**config.mk**
```make
export PLATFORM = sky130hd
export DESIGN_NAME = it_block_ctrl
export DESIGN_NICKNAME = d
export VERILOG_FILES = /design/src/rtl/it_block_ctrl.sv
export SDC_FILE = /design/constraint.sdc
export NUM_CORES = 1
export LEC_CHECK = 0
export BUFFER_PORTS_ARGS = -buffer_cell sky130_fd_sc_hd__buf_2
export CAP_MARGIN = 20
export CELL_PAD_IN_SITES_DETAIL_PLACEMENT = 1
export CELL_PAD_IN_SITES_GLOBAL_PLACEMENT = 2
export CORE_UTILIZATION = 22
export CTS_BUF_LIST = sky130_fd_sc_hd__clkbuf_4 sky130_fd_sc_hd__clkbuf_8
export DETAILED_ROUTE_END_ITERATION = 10
export GPL_TIMING_DRIVEN = 0
export PLACE_DENSITY_LB_ADDON = 0.1
export SLEW_MARGIN = 20
export SYNTH_ARGS = -nofsm -noshare
export SYNTH_HDL_FRONTEND = slang
export SYNTH_SLANG_ARGS = --single-unit
export TNS_END_PERCENT = 30
```
**constraint.sdc**
```tcl
create_clock -name clk -period 2.37 [get_ports clk]
set_clock_uncertainty 0.2 [all_clocks]
set_input_delay 0.3555 -clock clk [delete_from_list [all_inputs] [get_ports clk]]
set_output_delay 0.3555 -clock clk [all_outputs]
set_load 0.1 [all_outputs]
```
**src/rtl/it_block_ctrl.sv**
```systemverilog
// it_block_ctrl: Thumb-2 IT block sequencer for the decode stage.
// Holds ITSTATE, advances it once per valid instruction, and evaluates the
// current condition against the APSR flags to decide execute vs. skip.
//
// Handshake: there is no backpressure. inst_valid marks the one cycle in
// which an instruction is presented; every combinational output describes
// that instruction. ITSTATE only moves on a cycle with inst_valid=1 (or on
// it_wr / flush / rst). A stall of any length with inst_valid=0 holds it.
//
// State: the block has two implicit states. IDLE is itstate[3:0]==0 and
// IN_BLK is anything else. in_it_blk exposes that state directly, and
// itstate exposes the full register.
module it_block_ctrl #(
  parameter logic [3:0] COND_AL = 4'b1110
) (
  input  logic       clk,
  input  logic       rst,
  input  logic       inst_valid,
  input  logic       it_load,
  input  logic [3:0] it_firstcond,
  input  logic [3:0] it_mask,
  input  logic [4:0] apsr,
  input  logic       flush,
  input  logic       it_wr,
  input  logic [7:0] it_wr_data,
  output logic [7:0] itstate,
  output logic       in_it_blk,
  output logic [3:0] cur_cond,
  output logic       cond_pass,
  output logic       skip_inst,
  output logic       it_last,
  output logic [2:0] it_remain,
  output logic       it_err
);

  logic flag_n, flag_z, flag_c, flag_v;
  logic unused_q;
  logic load_bad;
  logic al_mask_bad;

  assign flag_n   = apsr[4];
  assign flag_z   = apsr[3];
  assign flag_c   = apsr[2];
  assign flag_v   = apsr[1];
  assign unused_q = apsr[0];

  assign in_it_blk = (itstate[3:0] != 4'b0000);
  assign cur_cond  = in_it_blk ? itstate[7:4] : COND_AL;
  assign it_last   = in_it_blk && (itstate[2:0] == 3'b000);

  // The IT instruction itself is never turned into a NOP, even inside a block.
  assign skip_inst = inst_valid && !it_load && in_it_blk && !cond_pass;

  // AL may only be used with an all-"then" block: mask must have a single set bit.
  assign al_mask_bad = ((it_mask & (it_mask - 4'd1)) != 4'b0000);
  assign load_bad    = in_it_blk || (it_firstcond == 4'b1111) ||
                       ((it_firstcond == 4'b1110) && al_mask_bad);

  // Condition evaluation against the live flags (no snapshot at block start).
  always_comb begin
    cond_pass = 1'b1;
    case (cur_cond)
      4'b0000: cond_pass = flag_z;
      4'b0001: cond_pass = !flag_z;
      4'b0010: cond_pass = flag_c;
      4'b0011: cond_pass = !flag_c;
      4'b0100: cond_pass = flag_n;
      4'b0101: cond_pass = !flag_n;
      4'b0110: cond_pass = flag_v;
      4'b0111: cond_pass = !flag_v;
      4'b1000: cond_pass = flag_c && !flag_z;
      4'b1001: cond_pass = !flag_c || flag_z;
      4'b1010: cond_pass = (flag_n == flag_v);
      4'b1011: cond_pass = (flag_n != flag_v);
      4'b1100: cond_pass = !flag_z && (flag_n == flag_v);
      4'b1101: cond_pass = flag_z || (flag_n != flag_v);
      default: cond_pass = 1'b1;
    endcase
  end

  // Instructions left including the current one, from the terminator position.
  always_comb begin
    it_remain = 3'd0;
    if (itstate[0])      it_remain = 3'd4;
    else if (itstate[1]) it_remain = 3'd3;
    else if (itstate[2]) it_remain = 3'd2;
    else if (itstate[3]) it_remain = 3'd1;
  end

  // ITSTATE update in priority order: rst, it_wr, flush, load, advance, hold.
  always_ff @(posedge clk) begin
    if (rst) begin
      itstate <= 8'h00;
      it_err  <= 1'b0;
    end else begin
      it_err <= 1'b0;
      if (it_wr) begin
        itstate <= it_wr_data;
      end else if (flush) begin
        itstate <= 8'h00;
      end else if (inst_valid && it_load) begin
        if (load_bad) begin
          itstate <= 8'h00;
          it_err  <= 1'b1;
        end else begin
          itstate <= {it_firstcond, it_mask};
        end
      end else if (inst_valid && in_it_blk) begin
        if (itstate[2:0] == 3'b000) begin
          itstate <= 8'h00;
        end else begin
          itstate[4:0] <= {itstate[3:0], 1'b0};
        end
      end
    end
  end

endmodule
```
Word-level counts from Yosys, hierarchy flattened
Cells that the tools add are included.
- bits in registers: 9
- bits of input ports: 27
- output and inout bits: 20
- word-level logic and storage cells: 64
- add/subtract/negate cells: 1
- eq/ne operators: 17
- multiplexer cells: 14
- bitwise gates (word level): 2
- reductions and logical operators: 27
- operators with widths (operator ; number):
    $mux 8 ; 5
    $eq 4x4->1 const B ; 8
    $eq 4x3->1 const B ; 4
    $reduce_bool 4->1 ; 4
    $pmux 1 s14 ; 1
    $logic_and 1x1->1 ; 9
    $eq 4x2->1 const B ; 2
    $logic_not 1->1 ; 6
    $mux 3 ; 2
    $mux 5 ; 1
    $and 4x4->4 ; 1
    $eq 4x1->1 const B ; 1
    $logic_not 4->1 ; 1
    $logic_or 1x1->1 ; 4
    $mux 2 ; 2
    $mux 4 ; 1
    $reduce_or 4->1 ; 1
    $sub 4x1->4 const B ; 1
    $logic_not 3->1 ; 1
    $mux 1 ; 2
    $reduce_and 2->1 ; 1
    $eq 1x1->1 ; 1
    $ne 1x1->1 ; 1
    $not 1->1 ; 1

Longest topological paths before layout
- word-level depth: 9
- mapped depth: 6
- depth with buffers taken out: 5

Worst setup path before layout
No wires, ideal clock.
- kind: flip-flop to output port
- start: reg itstate[5]
- end: out skip_inst
- data arrival time: 3.847 ns
- required time: 1.815 ns
- slack: -2.033 ns
- stages on the path, launching flop included: 5
- cell sequence: dfxtp_1 > mux4_2 > xnor2_1 > o32ai_1 > a2111oi_2
- cells in the longest elaborated chain, start to end: 5
- elaborated cells on any way between the ends: 18
- those cells by class: eq/ne (13); mux (2); reduce/logical (3)
- ends and longest elaborated chain (element ; line ; RTL):
    start, declared ; 26 ; output logic [7:0] itstate,
    start signal, assigned ; 98 ; itstate <= it_wr_data;
    start signal, assigned ; 106 ; itstate <= {it_firstcond, it_mask};
    $mux 4 (*) ; 48 ; assign cur_cond = in_it_blk ? itstate[7:4] : COND_AL;
    $eq 4x4->1 (tied with other cells) ; 62 ; case (cur_cond)
    $pmux 1 s14 (*) ; 62 ;
    $logic_not 1->1 (*) ; 52 ; assign skip_inst = inst_valid && !it_load && in_it_blk && !cond_pass;
    $logic_and 1x1->1 (*) ; 52 ;
    end, declared ; 30 ; output logic skip_inst,
Mark *: on every way between the ends. The rest lies on a longest branch, timed or not.

Worst setup path in the final report
Same ends and word-level chain as after synthesis.

==> results by group <==
Route
  • DR vias/cell: 5.08
  • DR iter-0 viols: 43
  • Final WL: 2470 um
  • Via count: 914
  • Drt wl/cell: 13.7 um
  • Drt drc: 0
  • Routed Antenna Nets: 0
  • Drt pass-1 iters: 4

Clock tree
  • CTS tree: built
  • Clock Latency Late Sink: 250 ps
  • Total CTS buffers: 3
  • Clk root buf: clkbuf_4
  • H-tree level count: 1
  • CTS Sinks: 9
  • Worst-case clock buffer depth: 2
  • Setup bufs post-CTS: 0
  • Clock transition at the registers of the reported paths: 70 ps

Logic synthesis
  • Top cell type's share of synthesized area: 24.5%
  • Register bit total from synthesis: 9
  • Mapped Avg Cell Area: 8.35 um^2
  • Post-Syn Nets: 115
  • Area contributors post-synth: dfxtp_1, o2111ai_1, nor2_1, a311oi_1, a22oi_1
  • Leading area contributor after synthesis: dfxtp_1
  • Seq/Total Area, Yosys: 24.5%
  • Gate Count Post-Synth: 88
  • Distinct cells, synth: 39
  • Cell Area, Synth: 734 um^2
  • Syn. warnings: 0

Floorplan
  • Top Ports: 47
  • Row Count: 20
  • Core area: 3100 um^2
  • Die area: 3570 um^2
  • Die Y-Extent: 59.8 um
  • Die width: 59.8 um
  • Starting density of the core: 23.7%

STA
  • Final hold violation count: 0
  • RSZ-0062 raised after global routing: yes
  • Finish-stage setup viols: 2
  • Minimum clock period: 2480 ps
  • Ratio of final minimum period to clock period: 104%
  • Hold_ws: 164 ps
  • FMAX: 404 MHz
  • Final WS setup: -106 ps
  • Pins Over Slew Limit: 0
  • Setup TNS: -187 ps
  • Slew headroom: 61.5%
  • Worst-Margin Slew: 575 ps

Global routing
  • GR Util met1: 20.6%
  • GR Util All Layers: 14.9%
  • GRT overflow: 0
  • Gr busiest metal: met2
  • Initial antenna violation count: 0
  • GRT met3 Usage: 1.95%
  • Largest net degree at the start of global routing: 11
  • First-pass GRT wire length: 4020 um
  • Met2 usage in global routing: 23.2%
  • Vias in the first global route: 866

Finish
  • Commonest non-fill, non-tap cell in the layout: buf_2
  • Nets: 164
  • P&R area growth vs syn: 49.6%
  • Non-Filler Instances: 180
  • Ant. Diodes: 0
  • Post-layout instance area: 1100 um^2
  • Proportion of layout cells with a drive suffix above 1: 52.9%
  • Fillers: 408
  • Most frequent cells in the layout: buf_2, nor2_1, nand2_1, o2111ai_1, dfxtp_2
  • Final Util: 35.4%

Outcome
  • Status: finished, violations left
  • Failing checks: negative setup slack

Placement
  • GPL Wtd Cong: 0.725
  • I/O Buffers: 44
  • Placed insts: 176
  • DP HPWL: 1990 um
  • Dpl ws: -118 ps
  • Placed Area: 1060 um^2

Job
  • MaxCap Viol Count: 0

Pwr
  • Max IR drop VDD: 0.190 mV
  • PwrDens: 700 nW/um^2
  • Total chip power: 0.769 mW
  • Pleak: 0.468 nW

Worst setup path
  • Crit path required time: 1810 ps
  • CP arrival: 1920 ps
  • WS Path Type: reg2out
  • Crit path max fanout: 5
  • Worst setup EP type: primary output
  • Startpoint types: register

Worst hold path
  • Worst Hold Class: in2reg
==> routing by layer <==
metal  part of all wire [%]  up-vias
li1                       -      448
met1                     47      430
met2                     45       34
met3                    6.5        2
met4                    1.1        0
met5                      0        -
==> flip-flops by register name, summed over array words and instances, names as in the netlist <==
name and cells:
it_err 1, itstate 8
==> worst paths after layout <==
kind,start,endpoint,slack [ps],cells past startpoint
max,itstate[5]$_SDFFE_PP0P_,skip_inst,-110,5
min,it_wr_data[0],itstate[0]$_SDFFE_PP0P_,160,3
max reg2reg,itstate[2]$_SDFFE_PP0P_,itstate[6]$_SDFFE_PP0P_,590,4
min reg2reg,itstate[5]$_SDFFE_PP0P_,itstate[5]$_SDFFE_PP0P_,350,2
==> final cells by class <==
class	instances	area, um^2	area share (%)
buffer	5	27.5	2.51
clock buffer	4	30.0	2.73
inverter	5	18.8	1.71
multi-input combinational	69	542	49.3
sequential	9	193	17.5
tap	44	55.1	5.01
timing repair buffer	44	233	21.2
==> synthesized netlist by cell type, drive strengths merged <==
cell and instances:
nand4 1, and2 2, a31oi 1, a2111oi 1
nor3 2, xnor2 2, a311oi 5, nor2b 1
clkbuf 1, o21ai 1, nand3b 1, and3b 1
nor2 10, a2bb2oi 1, inv 5, a221oi 3
nand3 1, a211o 4, buf 4, dfxtp 9
nor3b 2, a21o 1, nand2b 1, nor4 1
a21oi 5, nand2 7, o2111ai 7, o32ai 1
a22oi 4, xor2 1, a211oi 1, mux4 1
==> power by group <==
group	switching [mW]	total, mW	leakage, nW	internal [mW]
sequential	0.0225	0.186	0.0773	0.164
combinational	0.353	0.450	0.372	0.0973
clock	0.0558	0.132	0.0184	0.0764
total	0.431	0.769	0.468	0.337
==> kinds of logic (layout without fill, tap and decap cells) <==
kind of cell,after synthesis,in the layout,share of synthesized area [%]
AO/OA/AOI/OAI,35,35,39.7
AND/OR/NAND/NOR,30,30,22.8
buffers and inverters,10,58,6.30
flip-flops,9,9,24.5
XOR/XNOR,3,3,3.58
multiplexers,1,1,3.07
==> critical path: stages (launching register included) <==
cell and delay [ps]:
dfxtp_4 370, mux4_2 530, xnor2_2 150, o32ai_2 110
a2111oi_4 220, buf_6 270
==> what timing repair did <==
item / in CTS / in global routing
hold buffers: 0 / 0
gates resized for setup: 4 / 0
endpoints found under the setup margin: 2 / 2
Power figures use the tool's default switching activity.
